[src/rtl/ram_arbiter.sv]
// Two-port (instruction/data) arbiter in front of a single-ported RAM.
// Data wins ties unless an instruction request has waited STARVE_MAX data grants.
module ram_arbiter #(
  parameter int unsigned STARVE_MAX = 4
) (
  input  logic        clk,
  input  logic        rst,
  input  logic        iren,
  input  logic [31:0] iaddr,
  output logic        ihit,
  output logic [31:0] iload,
  input  logic        dren,
  input  logic        dwen,
  input  logic [31:0] daddr,
  input  logic [31:0] dstore,
  input  logic [3:0]  dbyte_en,
  output logic        dhit,
  output logic [31:0] dload,
  output logic [31:0] ram_addr,
  output logic        ram_ren,
  output logic        ram_wen,
  output logic [31:0] ram_store,
  output logic [3:0]  ram_byte_en,
  input  logic [31:0] ram_load,
  input  logic        ram_ready
);

  localparam int unsigned CntW = (STARVE_MAX < 1) ? 1 : $clog2(STARVE_MAX + 1);
  localparam logic [CntW-1:0] StarveMax = CntW'(STARVE_MAX);

  typedef enum logic [1:0] {StIdle, StIBusy, StDBusy, StResp} state_e;

  state_e          state_q, state_d;
  logic [CntW-1:0] starve_q, starve_d;
  logic [31:0]     ram_addr_q, ram_addr_d;
  logic            ram_ren_q, ram_ren_d;
  logic            ram_wen_q, ram_wen_d;
  logic [31:0]     ram_store_q, ram_store_d;
  logic [3:0]      ram_byte_en_q, ram_byte_en_d;
  logic            ihit_q, ihit_d;
  logic            dhit_q, dhit_d;
  logic [31:0]     iload_q, iload_d;
  logic [31:0]     dload_q, dload_d;

  logic dreq, grant_i, grant_d;

  assign dreq    = dren | dwen;
  assign grant_i = iren & (~dreq | (starve_q == StarveMax));
  assign grant_d = dreq & ~grant_i;

  always_comb begin
    state_d       = state_q;
    starve_d      = starve_q;
    ram_addr_d    = ram_addr_q;
    ram_ren_d     = ram_ren_q;
    ram_wen_d     = ram_wen_q;
    ram_store_d   = ram_store_q;
    ram_byte_en_d = ram_byte_en_q;
    ihit_d        = 1'b0;
    dhit_d        = 1'b0;
    iload_d       = iload_q;
    dload_d       = dload_q;

    unique case (state_q)
      StIdle: begin
        ram_addr_d    = '0;
        ram_ren_d     = 1'b0;
        ram_wen_d     = 1'b0;
        ram_store_d   = '0;
        ram_byte_en_d = '0;
        if (grant_i) begin
          state_d       = StIBusy;
          starve_d      = '0;
          ram_addr_d    = iaddr;
          ram_ren_d     = 1'b1;
          ram_byte_en_d = 4'hF;
        end else if (grant_d) begin
          state_d    = StDBusy;
          ram_addr_d = daddr;
          // Only grants that actually made an instruction wait count toward starvation.
          if (!iren) begin
            starve_d = '0;
          end else if (starve_q != StarveMax) begin
            starve_d = starve_q + CntW'(1);
          end
          if (dwen) begin
            ram_wen_d     = 1'b1;
            ram_store_d   = dstore;
            ram_byte_en_d = dbyte_en;
          end else begin
            ram_ren_d     = 1'b1;
            ram_byte_en_d = 4'hF;
          end
        end
      end
      StIBusy, StDBusy: begin
        if (ram_ready) begin
          state_d       = StResp;
          ram_addr_d    = '0;
          ram_ren_d     = 1'b0;
          ram_wen_d     = 1'b0;
          ram_store_d   = '0;
          ram_byte_en_d = '0;
          if (state_q == StIBusy) begin
            ihit_d  = 1'b1;
            iload_d = ram_load;
          end else begin
            dhit_d = 1'b1;
            if (ram_ren_q) begin
              dload_d = ram_load;
            end
          end
        end
      end
      StResp: begin
        state_d = StIdle;
      end
      default: begin
        state_d = StIdle;
      end
    endcase
  end

  always_ff @(posedge clk) begin
    if (rst) begin
      state_q       <= StIdle;
      starve_q      <= '0;
      ram_addr_q    <= '0;
      ram_ren_q     <= 1'b0;
      ram_wen_q     <= 1'b0;
      ram_store_q   <= '0;
      ram_byte_en_q <= '0;
      ihit_q        <= 1'b0;
      dhit_q        <= 1'b0;
      iload_q       <= '0;
      dload_q       <= '0;
    end else begin
      state_q       <= state_d;
      starve_q      <= starve_d;
      ram_addr_q    <= ram_addr_d;
      ram_ren_q     <= ram_ren_d;
      ram_wen_q     <= ram_wen_d;
      ram_store_q   <= ram_store_d;
      ram_byte_en_q <= ram_byte_en_d;
      ihit_q        <= ihit_d;
      dhit_q        <= dhit_d;
      iload_q       <= iload_d;
      dload_q       <= dload_d;
    end
  end

  assign ram_addr    = ram_addr_q;
  assign ram_ren     = ram_ren_q;
  assign ram_wen     = ram_wen_q;
  assign ram_store   = ram_store_q;
  assign ram_byte_en = ram_byte_en_q;
  assign ihit        = ihit_q;
  assign dhit        = dhit_q;
  assign iload       = iload_q;
  assign dload       = dload_q;

endmodule

[config.mk]
export PLATFORM = sky130hd
export DESIGN_NAME = ram_arbiter
export DESIGN_NICKNAME = d
export VERILOG_FILES = /design/src/rtl/ram_arbiter.sv
export SDC_FILE = /design/constraint.sdc
export NUM_CORES = 1
export LEC_CHECK = 0
export ABC_CLOCK_PERIOD_IN_PS = 2300
export CAP_MARGIN = 10
export CORE_MARGIN = 2
export CORE_UTILIZATION = 30
export DETAILED_ROUTE_END_ITERATION = 6
export PLACE_DENSITY = 0.65
export SYNTH_ARGS = -nofsm -noshare
export SYNTH_HDL_FRONTEND = slang
export SYNTH_SLANG_ARGS = --single-unit
[constraint.sdc]
create_clock -name clk -period 2.3 [get_ports clk]
set_clock_uncertainty 0.05 [all_clocks]
set_input_delay 0.46 -clock clk [delete_from_list [all_inputs] [get_ports clk]]
set_output_delay 0.46 -clock clk [all_outputs]
set_load 0.005 [all_outputs]
==> impl_metrics.toml <==
[timing]
period_share_pct = 88.3
final.min_clock_period_ps = 2030
tns_ps = 0
finalSetupViolCount = 0
slew_violations = 0
max_slew_margin_pct = 63.3
rsz0062_at_grt = "false"
fmax_ghz = 0.492
tightest_slew_ps = 551
hold_viol_final = 0
holdWs_ps = 377

[place]
port_buffers = 273
gp_congestion = 0.797
dp_hpwl_mm = 12.7
dp_cells = 1115

[grt]
overflow = 0
grt_first_pass_wirelength_mm = 29.9
track_usage_pct = 18.7
grt_max_degree = 51
grt_antenna_before_repair = 0
grt_pass1_vias = 5686

[status]
status = "finished, final reports clean"

[job]
maxCapViolCount = 0

[routing]
wl_per_cell_microns = 16.7
first_iter_violations = 203
via_count = 5890
drt_wl_total_mm = 19.1
final_antenna_net_count = 0
via_per_inst = 5.14
first_pass_iters = 4
drc_errors = 0

[critical_path]
crit_chain = "inv_1 > ha_1 > mux2i_4 > buf_4 > a32oi_1 > a211oi_1"
critPathLaunchType = "flip-flop"
crit_arrival_ps = 2300
endpoint_kind = "flip-flop"
slowest_delay_ps = 460
path_buf_inv = 2
cp_max_fo = 22
crit_type = "flip-flop to flip-flop"
cp.required_ps = 2570
crit_family = "adder cells"
cpMaxStageDelayCell = "ha_1"

[clocking]
cts-buffers-inserted = 17
holdBufCountCts = 0
cts_resized = 0
insertion_delay_ps = 410
cts_max_path_buffers = 2
clk_pin_slew_ps = 70
clockRootBuffer = "clkbuf_16"
htreeDepth = 4
cts_setup_buffers = 0
clock_sinks = 141
cts_tree = "yes"

[floorplan]
rows = 50
die_x_microns = 141
pin_count = 274
die_area_sq_um = 19900
die_y_microns = 141
coreArea_sq_um = 18600
initial_core_util_pct = 30.4

[yosys]
synth_edf_count = 0
synth_cell_type_count = 37
yosysTopAreaCellShare_pct = 50.1
yosys_warnings = 0
synth.avg_cell_area_sq_um = 8.60
syn_nets = 798
synthTopCellsByArea = "dfxtp_1 50%, a32oi_1 9.9%, a21oi_1 9.3%"
synthCells = 656
yosysTopAreaCell = "dfxtp_1"
ys_async_sr_fraction_pct = 0
synth-main-ff-cell = "dfxtp_1"
yosysSeqAreaShare_pct = 50.1
synth-seq-cells = 141
syn-cell-area_sq_um = 5640

[finish]
nets = 1042
multi_input_area_sq_um = 2450
area_growth_pct = 63.0
seq_area_sq_um = 2820
num_antenna_cells = 0
drive_gt1_share_pct = 6.58
fill_cells = 1832
layout.cells.non_filler = 1146

[power_and_ir_drop]
powerDensity_nw_per_um2 = 1030
ir_drop_mv = 0.664
leakagePower_uw = 0.00310

[min_path]
hold_path_class = "input port to flip-flop"
[power breakdown]
part	internal, uW	switching (uW)	total [uW]
Combinational	1770	1800	3570
Sequential	2890	272	3160
Clock	1620	1140	2750
[layout by cell type (no fill, tap or decap), types with 4 or more instances in the layout]
master           count
inv_6                5
nand3_1             32
inv_1                5
nand2_1            135
dfxtp_1            141
a32oi_1             64
nor2_1              33
clkbuf_16           17
buf_12              10
a21oi_1            105
ha_1                 4
buf_4               14
a22oi_1              4
a211oi_1            32
clkdlybuf4s50_1    272
[layout make-up]
| cell class | instances | area share (%) |
|---|---|---|
| Clock inverter | 14 | 1.71 |
| Multi-Input combinational cell | 439 | 26.6 |
| Tap cell | 234 | 3.18 |
| Sequential cell | 141 | 30.7 |
| Timing Repair Buffer | 296 | 32.9 |
| Inverter | 5 | 0.204 |
| Clock buffer | 17 | 4.63 |
[metrics by stage]
stage / area [sq um] / util (%) / setup slack [ps] / power [uW]
global route: 9190 / 49.5 / 121 / 10100
finish: 9190 / 49.5 / 269 / 9480
CTS: 9190 / 49.5 / 283 / 9600
floorplan: 5640 / - / 665 / 5130
global placement: 8610 / 46.3 / 279 / 6770
detailed placement: 8610 / 46.3 / 219 / 6780
[state kept, by name, summed over array words and instances (netlist names)]
signal	flops
iload	32
ihit	1
state_q	2
ram_ren	1
dload	32
ram_addr	32
ram_byte_en	4
starve_q	3
ram_wen	1
dhit	1
ram_store	32
[metal layers]
| layer | track usage (%) | share of wire [%] |
|---|---|---|
| met5 | 0 | 0 |
| met4 | 6.84 | 2.3 |
| met3 | 6.32 | 7.7 |
| met2 | 30.3 | 47 |
| met1 | 23.2 | 43 |
[path summary, 6_finish.rpt]
check	startpoint	to	slack, ps	cells past startpoint
worst min-delay path	rst	ram_store[16]	380	2
worst max-delay path	state_q[0]	ram_addr[14]	270	6
worst max register to register	state_q[0]	ram_addr[14]	270	6
worst min register to register	dload[29]	dload[29]	400	2
[cell usage after synthesis, drive strengths merged, types with 2 or more instances]
| master | instances |
|---|---|
| a211oi | 32 |
| a22oi | 4 |
| inv | 5 |
| nand4 | 2 |
| buf | 37 |
| a21oi | 105 |
| a21boi | 2 |
| nor3b | 2 |
| clkbuf | 34 |
| and3 | 2 |
| a32oi | 64 |
| nor2b | 2 |
| nor2 | 33 |
| nand2 | 135 |
| nand3 | 33 |
| and3b | 2 |
| o211ai | 2 |
| ha | 4 |
| dfxtp | 141 |
| o32ai | 2 |
[worst reg2reg max path, stage by stage, from the launching register on]
cell	delay [ps]
dfxtp_1	330
inv_1	60
ha_1	460
mux2i_4	350
buf_4	320
a32oi_1	90
a211oi_1	280
[cells by family (layout without fill, tap and decap cells)]
| group | after synthesis | in the layout | synth area share, % |
|---|---|---|---|
| AND/OR/NAND/NOR | 219 | 219 | 16.4 |
| AO/OA/AOI/OAI | 215 | 215 | 25.6 |
| flip-flops | 141 | 141 | 50.1 |
| buffers and inverters | 76 | 332 | 6.66 |
| adder cells (fa/ha/maj) | 4 | 4 | 0.888 |
| multiplexers | 1 | 1 | 0.399 |
Note: power is estimated with default switching activity, not from simulation.
